### src/rtl/dff_bank_arbiter.sv
// Four-requester round-robin arbiter guarding a shared WIDTH-bit register.
// Optional WAIT time limit enabled by defining ARB_TIMEOUT_EN.
module dff_bank_arbiter #(
  parameter int WIDTH = 8
) (
  input  logic               clk,
  input  logic               r,
  input  logic [3:0]         req,
  input  logic [4*WIDTH-1:0] wdata,
  output logic [3:0]         gnt,
  output logic [WIDTH-1:0]   q,
  output logic               done,
  output logic               busy,
  output logic               timeout
);

  typedef enum logic [1:0] {
    IDLE  = 2'd0,
    GRANT = 2'd1,
    WAIT  = 2'd2
  } state_t;

  state_t           state_q;
  logic [1:0]       ptr_q;
  logic [1:0]       g_q;
  logic [3:0]       gnt_q;
  logic [WIDTH-1:0] data_q;
  logic             done_q;
  logic             busy_q;
  logic [1:0]       win_d;
  logic [WIDTH-1:0] wslice_d;

`ifdef ARB_TIMEOUT_EN
  logic [2:0]       cnt_q;
  logic             timeout_q;
`endif

  // First set request bit searching upward from ptr_v, wrapping modulo 4.
  function automatic logic [1:0] rr_pick(input logic [3:0] req_v, input logic [1:0] ptr_v);
    logic [1:0] pick;
    logic [1:0] idx;
    logic       found;
    pick  = ptr_v;
    found = 1'b0;
    for (int k = 0; k < 4; k++) begin
      idx = ptr_v + 2'(k);
      if (!found && req_v[idx]) begin
        pick  = idx;
        found = 1'b1;
      end else begin
        pick  = pick;
      end
    end
    return pick;
  endfunction

  // Round-robin winner and the current owner's write slice.
  always_comb begin
    win_d    = rr_pick(req, ptr_q);
    wslice_d = '0;
    case (g_q)
      2'd0:    wslice_d = wdata[0*WIDTH +: WIDTH];
      2'd1:    wslice_d = wdata[1*WIDTH +: WIDTH];
      2'd2:    wslice_d = wdata[2*WIDTH +: WIDTH];
      2'd3:    wslice_d = wdata[3*WIDTH +: WIDTH];
      default: wslice_d = '0;
    endcase
  end

  // Arbiter FSM with all outputs registered.
  always_ff @(posedge clk) begin
    if (!r) begin
      state_q   <= IDLE;
      ptr_q     <= 2'd0;
      g_q       <= 2'd0;
      gnt_q     <= 4'b0000;
      data_q    <= '0;
      done_q    <= 1'b0;
      busy_q    <= 1'b0;
`ifdef ARB_TIMEOUT_EN
      cnt_q     <= 3'd0;
      timeout_q <= 1'b0;
`endif
    end else begin
      done_q    <= 1'b0;
`ifdef ARB_TIMEOUT_EN
      timeout_q <= 1'b0;
`endif
      case (state_q)
        IDLE: begin
          if (|req) begin
            state_q <= GRANT;
            busy_q  <= 1'b1;
            g_q     <= win_d;
            gnt_q   <= 4'b0001 << win_d;
            ptr_q   <= win_d + 2'd1;
          end
        end
        GRANT: begin
          // A requester that withdraws before its write edge aborts without touching q.
          if (req[g_q]) begin
            data_q  <= wslice_d;
            done_q  <= 1'b1;
            state_q <= WAIT;
`ifdef ARB_TIMEOUT_EN
            cnt_q   <= 3'd0;
`endif
          end else begin
            state_q <= IDLE;
            busy_q  <= 1'b0;
            gnt_q   <= 4'b0000;
          end
        end
        WAIT: begin
          if (!req[g_q]) begin
            state_q <= IDLE;
            busy_q  <= 1'b0;
            gnt_q   <= 4'b0000;
          end else begin
`ifdef ARB_TIMEOUT_EN
            // Normal release wins if req drops on the same edge the limit is hit.
            if (cnt_q == 3'd7) begin
              state_q   <= IDLE;
              busy_q    <= 1'b0;
              gnt_q     <= 4'b0000;
              timeout_q <= 1'b1;
            end else begin
              cnt_q <= cnt_q + 3'd1;
            end
`endif
          end
        end
        default: begin
          state_q <= IDLE;
          busy_q  <= 1'b0;
          gnt_q   <= 4'b0000;
        end
      endcase
    end
  end

  assign gnt  = gnt_q;
  assign q    = data_q;
  assign done = done_q;
  assign busy = busy_q;
`ifdef ARB_TIMEOUT_EN
  assign timeout = timeout_q;
`else
  assign timeout = 1'b0;
`endif

endmodule

### config.mk
export PLATFORM = sky130hd
export DESIGN_NAME = dff_bank_arbiter
export DESIGN_NICKNAME = d
export VERILOG_FILES = /design/src/rtl/dff_bank_arbiter.sv
export SDC_FILE = /design/constraint.sdc
export NUM_CORES = 1
export LEC_CHECK = 0
export CAP_MARGIN = 25
export CELL_PAD_IN_SITES_DETAIL_PLACEMENT = 0
export CELL_PAD_IN_SITES_GLOBAL_PLACEMENT = 2
export CORE_MARGIN = 3
export CORE_UTILIZATION = 25
export DETAILED_ROUTE_END_ITERATION = 10
export PLACE_DENSITY_LB_ADDON = 0.1
export SETUP_SLACK_MARGIN = 0.2
export SLEW_MARGIN = 10
export SYNTH_ARGS = -nofsm -noshare
export SYNTH_HDL_FRONTEND = slang
export SYNTH_SLANG_ARGS = --single-unit
### constraint.sdc
create_clock -name clk -period 2.9 [get_ports clk]
set_input_delay 0.29 -clock clk [delete_from_list [all_inputs] [get_ports clk]]
set_output_delay 0.29 -clock clk [all_outputs]
set_load 0.01 [all_outputs]
======== After elaboration in Yosys (flattened, before gate mapping) ========
Cells that the tools add are included.
storage, ports and cells
  flip-flop bits (word level) ............. 20
  input port bits ......................... 38
  logic and storage cells ................. 68
cells by class
  add/sub/neg operators ................... 4
  order comparisons ....................... 5
  equal/unequal tests ..................... 8
  shift operators ......................... 1
  muxes and demuxes ....................... 28
  reductions and logical operators ........ 15
operators by type and width
  cell                                                         count
  one-hot mux 8 bit (4 select lines)                           1
  less-than comparator 2 x 3 -> 1 bit (second input constant)  5
  2-to-1 mux 2 bit                                             6
  2-to-1 mux 1 bit                                             11
  binary-select mux 1 bit (select 2 bit)                       5
  AND reduction 2 bit                                          5
  2-to-1 mux 4 bit                                             2
  one-hot mux 4 bit (2 select lines)                           1
  == test 2 bit (second input constant)                        3
  inequality test 2 bit (second input constant)                3
  one-hot mux 2 bit (3 select lines)                           1
  adder 2 x 1 -> 2 bit (second input constant)                 2
  adder 2 bit (second input constant)                          2
  == test 2 x 1 -> 1 bit (second input constant)               2
  zero test 2 bit                                              2
  OR reduction 4 bit                                           1
  left shift 1 x 2 -> 4 bit (first input constant)             1
  logical AND 1 bit                                            3
  zero test 1 bit                                              3
  one-hot mux 1 bit (2 select lines)                           1
  OR reduction 2 bit                                           1

======== Depth between registers and ports, before layout ========
  word-level depth ........................ 15
  depth in mapped cells ................... 7
  gate-level depth less buffers ........... 6

======== Least setup slack after synthesis ========
OpenSTA, ideal clock, no wires.
  kind .................................... flip-flop to flip-flop
  from .................................... register g_q[0]
  to ...................................... register gnt_q[2] (netlist: gnt[2])
  data arrival time ....................... 1.572 ns
  required time ........................... 2.783 ns
  setup slack ............................. 1.212 ns
  stages on the path, launching flop included .. 6
  buffers on the path ..................... 1
  path through ............................ dfxtp_1 -> buf_6 -> mux4_2 -> and2_4 -> o21a_4 -> a22o_1
between the ends
  word-level cells in the longest chain between the ends .. 4
ends and longest elaborated chain
  element                                 RTL line  source
  from (decl)                             25        logic [1:0] g_q;
  from (signal assigned)                  94        g_q <= win_d;
  binary-select mux 1 bit (select 2 bit)  101, 115
  2-to-1 mux 1 bit (implied by the code)  101, 115
  inequality test 2 bit (no source line)  -
  AND reduction 2 bit (no source line)    -
  to (signal assigned)                    95        gnt_q <= 4'b0001 << win_d;
  to (decl)                               26        logic [3:0] gnt_q;
Every way passes these cells. The select of a mux whose other input is x is not followed.
A chain may end at the register's enable or synchronous reset.

======== Worst setup path in the final report ========
  from .................................... input port req[3]
  to ...................................... register gnt_q[2] (netlist: gnt[2])
between the ends
  word-level cells in the longest chain between the ends .. 15
ends and longest elaborated chain
  element                                 RTL line  source
  from (decl)                             8         input logic [3:0] req,
  binary-select mux 1 bit (select 2 bit)  47        if (!found && req_v[idx]) begin
  2-to-1 mux 1 bit (implied by the code)  47
  2-to-1 mux 1 bit                        47
  zero test 1 bit                         47
  logical AND 1 bit                       47
  2-to-1 mux 1 bit                        47
  zero test 1 bit                         47
  logical AND 1 bit                       47
  2-to-1 mux 1 bit                        47
  zero test 1 bit                         47
  logical AND 1 bit                       47
  2-to-1 mux 2 bit                        47
  left shift 1 x 2 -> 4 bit               95
  2-to-1 mux 4 bit                        91        if (|req) begin
  one-hot mux 4 bit (2 select lines)      89        case (state_q)
Parallel ways exist; a longest one is shown, timed or not. The select of a mux whose other input is x is not followed.

==> metrics.md <==
| Metric | Value |
|---|---|
| Status | `completed` |
| Switch share | `28.7%` |
| Netlist cell types | `32` |
| Total design power | `0.000857 W` |
| Pwr Density | `498 mW/mm²` |
| Synth top area cells | `dfxtp_1 36%, mux4_1 19%, a22o_1 8.6%` |
| Drt wl/cell | `15.6 µm` |
| Clock buffer depth | `2` |
| Area added between synthesis and finish | `53.9%` |
| Cts repair resizes | `0` |
| TritonCTS buffer count | `3` |
| GRT Total Usage | `12.2%` |
| R2R cell count | `4` |
| Total grt overflow | `0` |
| Async set or reset register ratio after synthesis | `0%` |
| CP Max Fanout | `8` |
| Crit path max-delay cell type | `mux4_2` |
| Core area | `0.00414 mm²` |
| Max-slew violations | `0` |
| IO Count | `53` |
| Avg Inst Size Synth | `11.2 µm²` |
| Synth top area share | `35.8%` |
| Synthesized Nets | `141` |
| Clock transition at path regs | `0.08 ns` |
| Antenna viol nets, final | `0` |
| Pin count of the biggest net entering global routing | `12` |
| Hold Fails Final Rpt | `0` |
| Final period utilization | `64.6%` |
| Final setup vio count | `0` |
| Critical path depth | `5` |
| Synth Register Bits | `20` |
| Setup Fix Bufs, Post-CTS | `0` |
| Peak VDD IR | `0.000232 V` |
| Gate Count Post-Synth | `100` |
| Share of post-route cells with drive strength above 1 | `8.67%` |
| Crit path kind | `in2reg` |
| Post-DP HPWL | `2.45 mm` |
| Crit path capture | `gnt[2]` |
| First-iteration detailed-routing DRC count | `23` |
| RSZ-0062 raised after global routing | `no` |
| Synth warn | `0` |
| Routability cong. | `0.708` |
| Via/cell ratio | `4.85` |
| Worst stage delay on the critical path | `0.55 ns` |
| Fmax achieved | `534 MHz` |
| Ant diodes | `0` |
| Clock latency on the worst-skew pair | `0.26 ns` |
| Comb power frac | `34.7%` |
| Reg-to-reg endpoint | `gnt[2]` |
| Vias | `970` |
| Initial Util | `27.0%` |
| Commonest non-fill, non-tap cell in the layout | `clkdlybuf4s50_1` |
| Clock share of power | `25.1%` |
| Port bufs | `51` |
| Initial antenna violation count | `0` |
| Die Span Y | `72.9 µm` |
| WP data arrival | `2.02 ns` |
| Flop pwr share | `40.2%` |
| Clock Sinks | `20` |
| DRC | `0` |
| R2R Path Start | `g_q[1]` |
| Flop-to-flop setup slack | `1.10 ns` |
| Final WL | `3.12 mm` |
| Worst hold slack | `0.479 ns` |
| Req. time, crit path | `3.05 ns` |
| P_int | `0.000611 W` |
| Mapped Area | `0.00112 mm²` |
| CP top delay family | `multiplexers` |
| Worst Setup Start Kind | `primary input` |
| Die area | `0.00531 mm²` |
| First-pass GRT wire length | `5.05 mm` |
| Sw Pwr | `0.000246 W` |
| CTS Hold Bufs | `0` |
| WP buf/inv | `1` |
| Post-synth EDFFs | `0` |
| TritonRoute pass-1 iters | `4` |
| Die W | `72.9 µm` |
| Worst Setup SP | `req[3]` |
| Leak Pwr | `0.657 nW` |
| CTS tree | `done` |
| Top FF cell, synth | `dfxtp_1` |
| TNS Setup | `0 ns` |
| Num rows | `23` |
| Max Clock Skew | `0.00342 ns` |
| CP endpoint kind | `flop` |
| Min-Delay Path Class | `reg2reg` |
| Yosys top cell by area | `dfxtp_1` |
| Commonest non-fill, non-tap cells in the layout | `51 x clkdlybuf4s50_1, 20 x dfxtp_1, 11 x a22o_1` |
| Fin nets | `192` |
| H-tree lvl count | `1` |
| CTS root buf | `clkbuf_8` |
| CP Cell Sequence | `clkdlybuf4s50_1 > mux4_2 > and2_4 > o21a_4 > a22o_1` |
| Maxcap violations | `0` |
| Seq/Total Area, Yosys | `35.8%` |
| Vias in the first global route | `1,009` |
| Fin crit period | `1.87 ns` |
synth_stat cells, types with 2 or more instances:
cell type  count
a21oi_1        4
a22o_1        11
and2_1         2
buf_2          2
clkbuf_1       2
dfxtp_1       20
ha_1           3
inv_1          4
mux2i_1        2
mux4_1         8
nand2_1        4
nor2_1         4
nor2b_1        7
o21ai_0        7
o221a_2        2
or3_1          2
final cells by class:
class | count | area (µm²)
inverter | 4 | 15.0
timing repair buffer | 53 | 526
sequential | 20 | 400
multi-input combinational | 69 | 661
clock buffer | 4 | 55.1
fill | 428 | 2420
tap | 50 | 62.6
cells by family after synthesis:
kind of cell / Yosys count / synth area share [%]
DFF: 20 / 35.8
adders and majority gates: 3 / 3.36
AOI/OAI and AO/OA: 30 / 20.5
and+or+nand+nor: 23 / 11.5
other: 1 / 0.336
muxes: 11 / 22.6
buffers and inverters: 11 / 5.04
xor gates and xnor gates: 1 / 0.784
metal layers:
| layer | up-vias | track usage (%) | part of all wire, % |
|---|---|---|---|
| met5 | - | 0 | 0 |
| met4 | 0 | 3.07 | 2.0 |
| met3 | 6 | 3.44 | 4.4 |
| met2 | 26 | 20.1 | 50 |
| met1 | 456 | 15.7 | 44 |
| li1 | 482 | - | - |
power by group through the flow:
stage	Sequential (W)	Clock, W	Combinational, W
2_1_floorplan	0.000346	0	0.000173
3_3_place_gp	0.000351	0	0.000296
3_5_place_dp	0.000351	0	0.000299
4_1_cts	0.000345	0.000224	0.000301
5_1_grt	0.000351	0.000236	0.000325
6_report	0.000344	0.000215	0.000297
worst reg2reg max path: stages, from the launching register on:
cell     delay [ns]
dfxtp_1        0.62
mux4_2         0.42
and2_4         0.20
o21a_4         0.23
a22o_1         0.23
worst min path at each step:
stage	from	to	slack (ns)	depth (start not counted)
floorplan	state_q[1]	state_q[1]	0.47	2
global placement	gnt[3]	gnt[3]	0.46	1
detailed placement	q[7]	q[7]	0.46	1
CTS	q[7]	q[7]	0.48	1
global route	q[7]	q[7]	0.50	1
finish	q[2]	q[2]	0.48	1
sequential cells by signal, indices dropped and copies added (netlist names):
| register | cells |
|---|---|
| ptr_q | 2 |
| q | 8 |
| busy | 1 |
| g_q | 2 |
| done | 1 |
| gnt | 4 |
| state_q | 2 |
through the flow:
step                setup WS (ns)  instance area, µm²  std cells  util (%)
CTS                          1.06                1720        200      41.5
floorplan                    1.21                1120        100         -
global placement            0.820                1660        196      40.2
global route                0.895                1720        200      41.5
finish                       1.03                1720        200      41.5
detailed placement          0.783                1660        196      40.2
Note: power is estimated with default switching activity, not from simulation.
